## src/rtl/rule_config.sv

```systemverilog
// rule_config: host rule writer keeping a six-slot shadow table and serialising changes onto ruleSet.
// Build option: define RULE_SEQ_TAG_EN to carry a wrapping 8-bit sequence tag in ruleSet[63:56].

module rule_config #(
    parameter int unsigned GAP   = 0,
    parameter int unsigned NSLOT = 6
) (
    input  logic        clk,
    input  logic        reset,
    input  logic        cmd_valid,
    output logic        cmd_ready,
    input  logic [1:0]  cmd_op,
    input  logic [3:0]  cmd_slot,
    input  logic [51:0] cmd_data,
    output logic        ruleSet_valid,
    output logic [63:0] ruleSet,
    output logic        busy,
    output logic [7:0]  err_cnt
);

    localparam int unsigned RULE_W    = 52;
    localparam int unsigned SLOT_W    = 4;
    localparam int unsigned TAG_W     = 8;
    localparam int unsigned PTR_W     = 3;
    localparam int unsigned GAP_W     = 4;
    localparam int unsigned ERR_W     = 8;
    localparam int unsigned LAST_SLOT = NSLOT - 1;
    localparam logic        HAS_GAP   = (GAP != 0);

    localparam logic [1:0] OP_WRITE     = 2'b00;
    localparam logic [1:0] OP_CLEAR     = 2'b01;
    localparam logic [1:0] OP_REPLAY    = 2'b10;
    localparam logic [1:0] OP_CLEAR_ALL = 2'b11;

    typedef enum logic [1:0] {
        S_IDLE  = 2'd0,
        S_EMIT  = 2'd1,
        S_SWEEP = 2'd2,
        S_WAIT  = 2'd3
    } state_t;

    state_t             state_q;
    state_t             state_d;
    logic [PTR_W-1:0]   ptr_q;
    logic [PTR_W-1:0]   ptr_d;
    logic               sweep_q;
    logic [GAP_W-1:0]   gap_q;
    logic [RULE_W-1:0]  shadow_q [NSLOT];
    logic [TAG_W-1:0]   tag_c;

`ifdef RULE_SEQ_TAG_EN
    logic [TAG_W-1:0]   tag_q;
`endif

    logic               accept_c;
    logic               single_c;
    logic               sweep_op_c;
    logic               slot_ok_c;
    logic               write_c;
    logic               bad_slot_c;
    logic               last_c;
    logic               load_c;
    logic [SLOT_W-1:0]  load_slot_c;
    logic [RULE_W-1:0]  load_rule_c;
    logic [RULE_W-1:0]  sweep_rule_c;

    // Commands are only taken in IDLE; reset masks the handshake.
    assign cmd_ready  = (state_q == S_IDLE) && !reset;
    assign accept_c   = cmd_valid && cmd_ready;
    assign single_c   = (cmd_op == OP_WRITE) || (cmd_op == OP_CLEAR);
    assign sweep_op_c = (cmd_op == OP_REPLAY) || (cmd_op == OP_CLEAR_ALL);
    assign slot_ok_c  = (cmd_slot <= SLOT_W'(LAST_SLOT));
    assign write_c    = accept_c && single_c && slot_ok_c;
    assign bad_slot_c = accept_c && single_c && !slot_ok_c;
    assign last_c     = (ptr_q == PTR_W'(LAST_SLOT));

`ifdef RULE_SEQ_TAG_EN
    assign tag_c = tag_q;
`else
    assign tag_c = '0;
`endif

    // State register.
    always_ff @(posedge clk) begin
        if (reset) begin
            state_q <= S_IDLE;
        end else begin
            state_q <= state_d;
        end
    end

    // Next-state logic.
    always_comb begin
        state_d = state_q;
        case (state_q)
            S_IDLE: begin
                if (accept_c) begin
                    if (single_c && slot_ok_c) begin
                        state_d = S_EMIT;
                    end else if (sweep_op_c) begin
                        state_d = S_SWEEP;
                    end
                end
            end
            S_EMIT: begin
                state_d = HAS_GAP ? S_WAIT : S_IDLE;
            end
            S_SWEEP: begin
                if (HAS_GAP) begin
                    state_d = S_WAIT;
                end else if (last_c) begin
                    state_d = S_IDLE;
                end else begin
                    state_d = S_SWEEP;
                end
            end
            S_WAIT: begin
                if (gap_q == '0) begin
                    state_d = sweep_q ? S_SWEEP : S_IDLE;
                end
            end
            default: begin
                state_d = S_IDLE;
            end
        endcase
    end

    // Output logic: the word for the next cycle is assembled here and registered below.
    always_comb begin
        ptr_d        = ptr_q;
        sweep_rule_c = '0;
        load_c       = 1'b0;
        load_slot_c  = '0;
        load_rule_c  = '0;

        if ((state_q == S_IDLE) && accept_c && sweep_op_c) begin
            ptr_d = '0;
        end else if (state_q == S_SWEEP) begin
            ptr_d = ptr_q + PTR_W'(1);
        end

        for (int unsigned i = 0; i < NSLOT; i++) begin
            if (ptr_d == PTR_W'(i)) begin
                sweep_rule_c = shadow_q[i];
            end
        end

        if (state_d == S_EMIT) begin
            load_c      = 1'b1;
            load_slot_c = cmd_slot;
            load_rule_c = (cmd_op == OP_WRITE) ? cmd_data : '0;
        end else if (state_d == S_SWEEP) begin
            load_c      = 1'b1;
            load_slot_c = SLOT_W'(ptr_d);
            // Clear-all zeroes the shadow on this same edge, so the first word must be zero too.
            load_rule_c = ((state_q == S_IDLE) && (cmd_op == OP_CLEAR_ALL)) ? '0 : sweep_rule_c;
        end
    end

    // Datapath: shadow table, sweep bookkeeping, gap timer and registered outputs.
    always_ff @(posedge clk) begin
        if (reset) begin
            ptr_q         <= '0;
            sweep_q       <= 1'b0;
            gap_q         <= '0;
            ruleSet_valid <= 1'b0;
            ruleSet       <= '0;
            busy          <= 1'b0;
            err_cnt       <= '0;
            for (int unsigned i = 0; i < NSLOT; i++) begin
                shadow_q[i] <= '0;
            end
        end else begin
            ptr_q         <= ptr_d;
            ruleSet_valid <= load_c;
            busy          <= (state_d != S_IDLE);

            if (load_c) begin
                ruleSet <= {tag_c, load_slot_c, load_rule_c};
            end

            if (accept_c && sweep_op_c) begin
                sweep_q <= 1'b1;
            end else if ((state_q == S_SWEEP) && last_c) begin
                sweep_q <= 1'b0;
            end

            if ((state_d == S_WAIT) && (state_q != S_WAIT)) begin
                gap_q <= GAP_W'(GAP - 1);
            end else if (state_q == S_WAIT) begin
                gap_q <= gap_q - GAP_W'(1);
            end

            if (bad_slot_c && (err_cnt != {ERR_W{1'b1}})) begin
                err_cnt <= err_cnt + ERR_W'(1);
            end

            for (int unsigned i = 0; i < NSLOT; i++) begin
                if (accept_c && (cmd_op == OP_CLEAR_ALL)) begin
                    shadow_q[i] <= '0;
                end else if (write_c && (cmd_slot == SLOT_W'(i))) begin
                    shadow_q[i] <= (cmd_op == OP_WRITE) ? cmd_data : '0;
                end
            end
        end
    end

`ifdef RULE_SEQ_TAG_EN
    // Sequence tag advances once per emitted word and wraps naturally.
    always_ff @(posedge clk) begin
        if (reset) begin
            tag_q <= '0;
        end else if (load_c) begin
            tag_q <= tag_q + TAG_W'(1);
        end
    end
`endif

endmodule
```

## config.mk

```make
export PLATFORM = sky130hd
export DESIGN_NAME = rule_config
export DESIGN_NICKNAME = d
export VERILOG_FILES = /design/src/rtl/rule_config.sv
export SDC_FILE = /design/constraint.sdc
export NUM_CORES = 1
export LEC_CHECK = 0
export BUFFER_PORTS_ARGS = -buffer_cell sky130_fd_sc_hd__buf_2
export CAP_MARGIN = 15
export CORE_MARGIN = 4
export CORE_UTILIZATION = 30
export CTS_CLUSTER_DIAMETER = 150
export CTS_CLUSTER_SIZE = 12
export DETAILED_ROUTE_END_ITERATION = 16
export GPL_ROUTABILITY_DRIVEN = 0
export HOLD_SLACK_MARGIN = 0.06
export PLACE_DENSITY = 0.53
export SETUP_SLACK_MARGIN = 0.4
export SLEW_MARGIN = 25
export SYNTH_ARGS = -nofsm -noshare
export SYNTH_HDL_FRONTEND = slang
export SYNTH_SLANG_ARGS = --single-unit
```

## constraint.sdc

```tcl
create_clock -name clk -period 4.32 [get_ports clk]
set_clock_uncertainty 0.2 [all_clocks]
set_input_delay 0.648 -clock clk [delete_from_list [all_inputs] [get_ports clk]]
set_output_delay 0.648 -clock clk [all_outputs]
set_load 0.05 [all_outputs]
```

==> flow_summary.yaml <==
status:
  outcome: "finished clean"
placed_design:
  dp.cells: 2588
  place_area_sq_um: 19860
  preCtsSetupSlack_ns: 0.2626
  portBuffers: 127
  hpwlAfterDp_microns: 34340
drt:
  totalWireLength_microns: 59960
  drt_iter0_drc: 1240
  num_vias: 14508
  post_drt_wl_per_cell_microns: 22.56
  vias_per_cell: 5.458
  detail-route-antenna-nets: 0
  drc: 0
  first_pass_iters: 6
clock_network:
  clk_pin_slew_ns: 0.06
  cts_buffers: 38
  cts-root-buf: "clkbuf_16"
  htree_levels: 2
  cts_setup_buffers: 0
  clkSinkCount: 388
  tritoncts: "built"
  clk_latency_ns: 0.56
  clockBufferDepth: 3
synthesis:
  synth_most_common_cell: "nor2_1"
  ys_seq_elements: 388
  synthTopCellsByCount: "387 x nor2_1, 312 x edfxtp_1, 154 x a21oi_1"
  seq_area_frac_synth_pct: 59.27
  syn-cell-area_sq_um: 18380
  yosys-top-cells-area: "edfxtp_1 51%, dfxtp_1 8.3%, nor2_1 7.9%, a21oi_1 4.2%, nand2_1 3.0%"
  synth-edff-count: 312
  syn_area_per_cell_sq_um: 10.27
  yosys_warnings: 0
  yosysTopAreaCell: "edfxtp_1"
  synth_top_area_share_pct: 50.99
  synth-async-reset-ratio_pct: 0
  synth_cell_types: 64
  synthCells: 1789
  synth-main-ff-cell: "edfxtp_1"
hold_path:
  holdPathStages: 1
  hp-class: "flip-flop to flip-flop"
  holdPathEnd: "gap_q[3]"
  hp-start: "gap_q[3]"
layout:
  fill_cells: 6066
  fin_cells: 2658
  num-nets-final: 1915
  layout-drive-gt1-share_pct: 14.93
  syn2layout_area_growth_pct: 14.12
  fin_area_sq_um: 20970
  fin_util_pct: 34.68
run:
  maxCapViolations: 0
sta:
  fin_crit_ns: 3.558
  max_slew_margin_pct: 36.25
  fmax_mhz: 281.1
  setup_tns_ns: 0
  rsz0062_at_grt: "no"
  hold_viol_final: 0
  timing.final.ws_setup_ns: 0.7625
  setup_viol: 0
  drv_slew: 0
  worst_slew_pin_slew_ns: 0.9562
  fin_crit_sh_pct: 82.35
die:
  die_y_microns: 255.5
  die_w_microns: 255.5
  rows: 90
  start_util_pct: 30.39
  io_pins: 136
  core_area_sq_um: 60470
  dieArea_sq_um: 65280
global_routing:
  grt_max_degree: 59
  grt_pass1_vias: 14460
  antenna_found_initial: 3
  grt_first_pass_wirelength_microns: 90050
  grt_usage_pct: 17.64
  gr-total-overflow: 0
worst_setup_path:
  critical_path.max_stage_delay_ns: 0.67
  r2r_start: "state_q[1]"
  cp_data_required_time_ns: 4.61
  reg2reg_slack_ns: 0.76
  critical_path_class: "flip-flop to flip-flop"
  crit_chain: "and2_1 -> o21ai_0 -> o21ai_0 -> inv_1 -> ha_1 -> nor2b_1 -> inv_1 -> a31oi_4 -> buf_12 -> nand2b_2 -> a21oi_1 -> a31o_1"
  end_kind: "flip-flop"
  cp.arrival_ns: 3.85
  path_max_fanout: 41
  slowest_stage: "dfxtp_1"
  r2r_cells: 12
  rr_endpoint: "ruleSet[39]"
  startpoint_type: "flip-flop"
power:
  pwr_density_cell_nw_per_um2: 412.2
  leakage_uw: 0.007141
  ir_drop_mv: 0.1699
==> cell usage in the layout, fill, tap and decap left out, types with 15 or more instances in the layout <==
cell type,instances
a2111oi_1,19
a2111oi_2,20
a211oi_1,16
a21oi_1,154
a22o_1,40
a31oi_1,26
a32oi_1,40
buf_2,126
buf_4,44
clkbuf_1,28
clkbuf_16,39
dfxtp_1,75
edfxtp_1,312
inv_1,20
nand2_1,139
nand3b_1,15
nor2_1,386
nor2b_1,41
o21ai_0,104
o21ai_1,45
o22ai_1,40
==> worst max-delay path, delay by kind of cell, from the launching register on <==
kind | cells | cell delay (ns)
and+or+nand+nor | 3 | 0.90
AOI/OAI and AO/OA | 5 | 0.89
DFF | 1 | 0.67
buffers and inverters | 3 | 0.53
adders and majority gates | 1 | 0.29
==> power by group <==
group	total, uW	leakage [uW]	internal, uW	switching [uW]
logic	1200	0.00274	342	854
registers	4300	0.00388	4230	76.8
clock network	3140	0.000523	1700	1450
total	8640	0.00714	6270	2380
==> sequential cells by signal, summed over array words and instances, names as in the netlist <==
signal	flops
ruleSet	56
err_cnt	8
gap_q	4
ptr_q	3
ruleSet_valid	1
shadow_q	312
state_q	2
busy	1
sweep_q	1
==> layout make-up <==
type	count	area, sq um	share of cell area, %
Clock buffer	67	1081	5.155
Antenna cell	1	2.502	0.01193
Tap cell	782	978.4	4.666
Sequential cell	388	10890	51.94
Timing Repair Buffer	179	1141	5.442
Inverter	22	82.58	0.3938
Multi-Input combinational cell	1217	6774	32.30
Clock inverter	2	17.52	0.08354
==> worst max-delay path by stage <==
stage,cells past startpoint,to,start
2_1_floorplan,7,shadow_q[1][0],reset
3_3_place_gp,14,ruleSet[7],reset
3_5_place_dp,14,ruleSet[6],reset
4_1_cts,14,ruleSet[10],gap_q[0]
5_1_grt,11,ruleSet[5],state_q[1]
6_report,12,ruleSet[39],state_q[1]
==> stage by stage <==
| stage | hold WS [ns] | power [uW] |
|---|---|---|
| detailed placement | 0.2642 | 5578 |
| global route | 0.3029 | 8961 |
| floorplan | 0.2411 | 5188 |
| CTS | 0.2643 | 8730 |
| finish | 0.2764 | 8643 |
| global placement | 0.2599 | 5557 |
==> layer usage <==
metal | share of wire, % | track usage, % | up-vias
met5 | 0.045 | 0 | -
met4 | 2.1 | 4.632 | 4
met3 | 7.2 | 3.661 | 96
met2 | 47 | 29.04 | 515
met1 | 44 | 23.85 | 7238
li1 | - | - | 6655
==> logic make-up after synthesis <==
group / Yosys count / synth area share, %
and+or+nand+nor: 632 / 14.54
AOI/OAI and AO/OA: 558 / 20.24
DFF: 388 / 59.27
buffers and inverters: 191 / 4.637
xor gates and xnor gates: 9 / 0.6332
adders and majority gates: 8 / 0.5448
muxes: 2 / 0.1158
other: 1 / 0.02041
==> timing repair <==
action / CTS / global route
hold buffers: 0 / 0
resized for setup: 0 / 2
setup endpoints to repair: 0 / 36
Power figures use the tool's default switching activity.
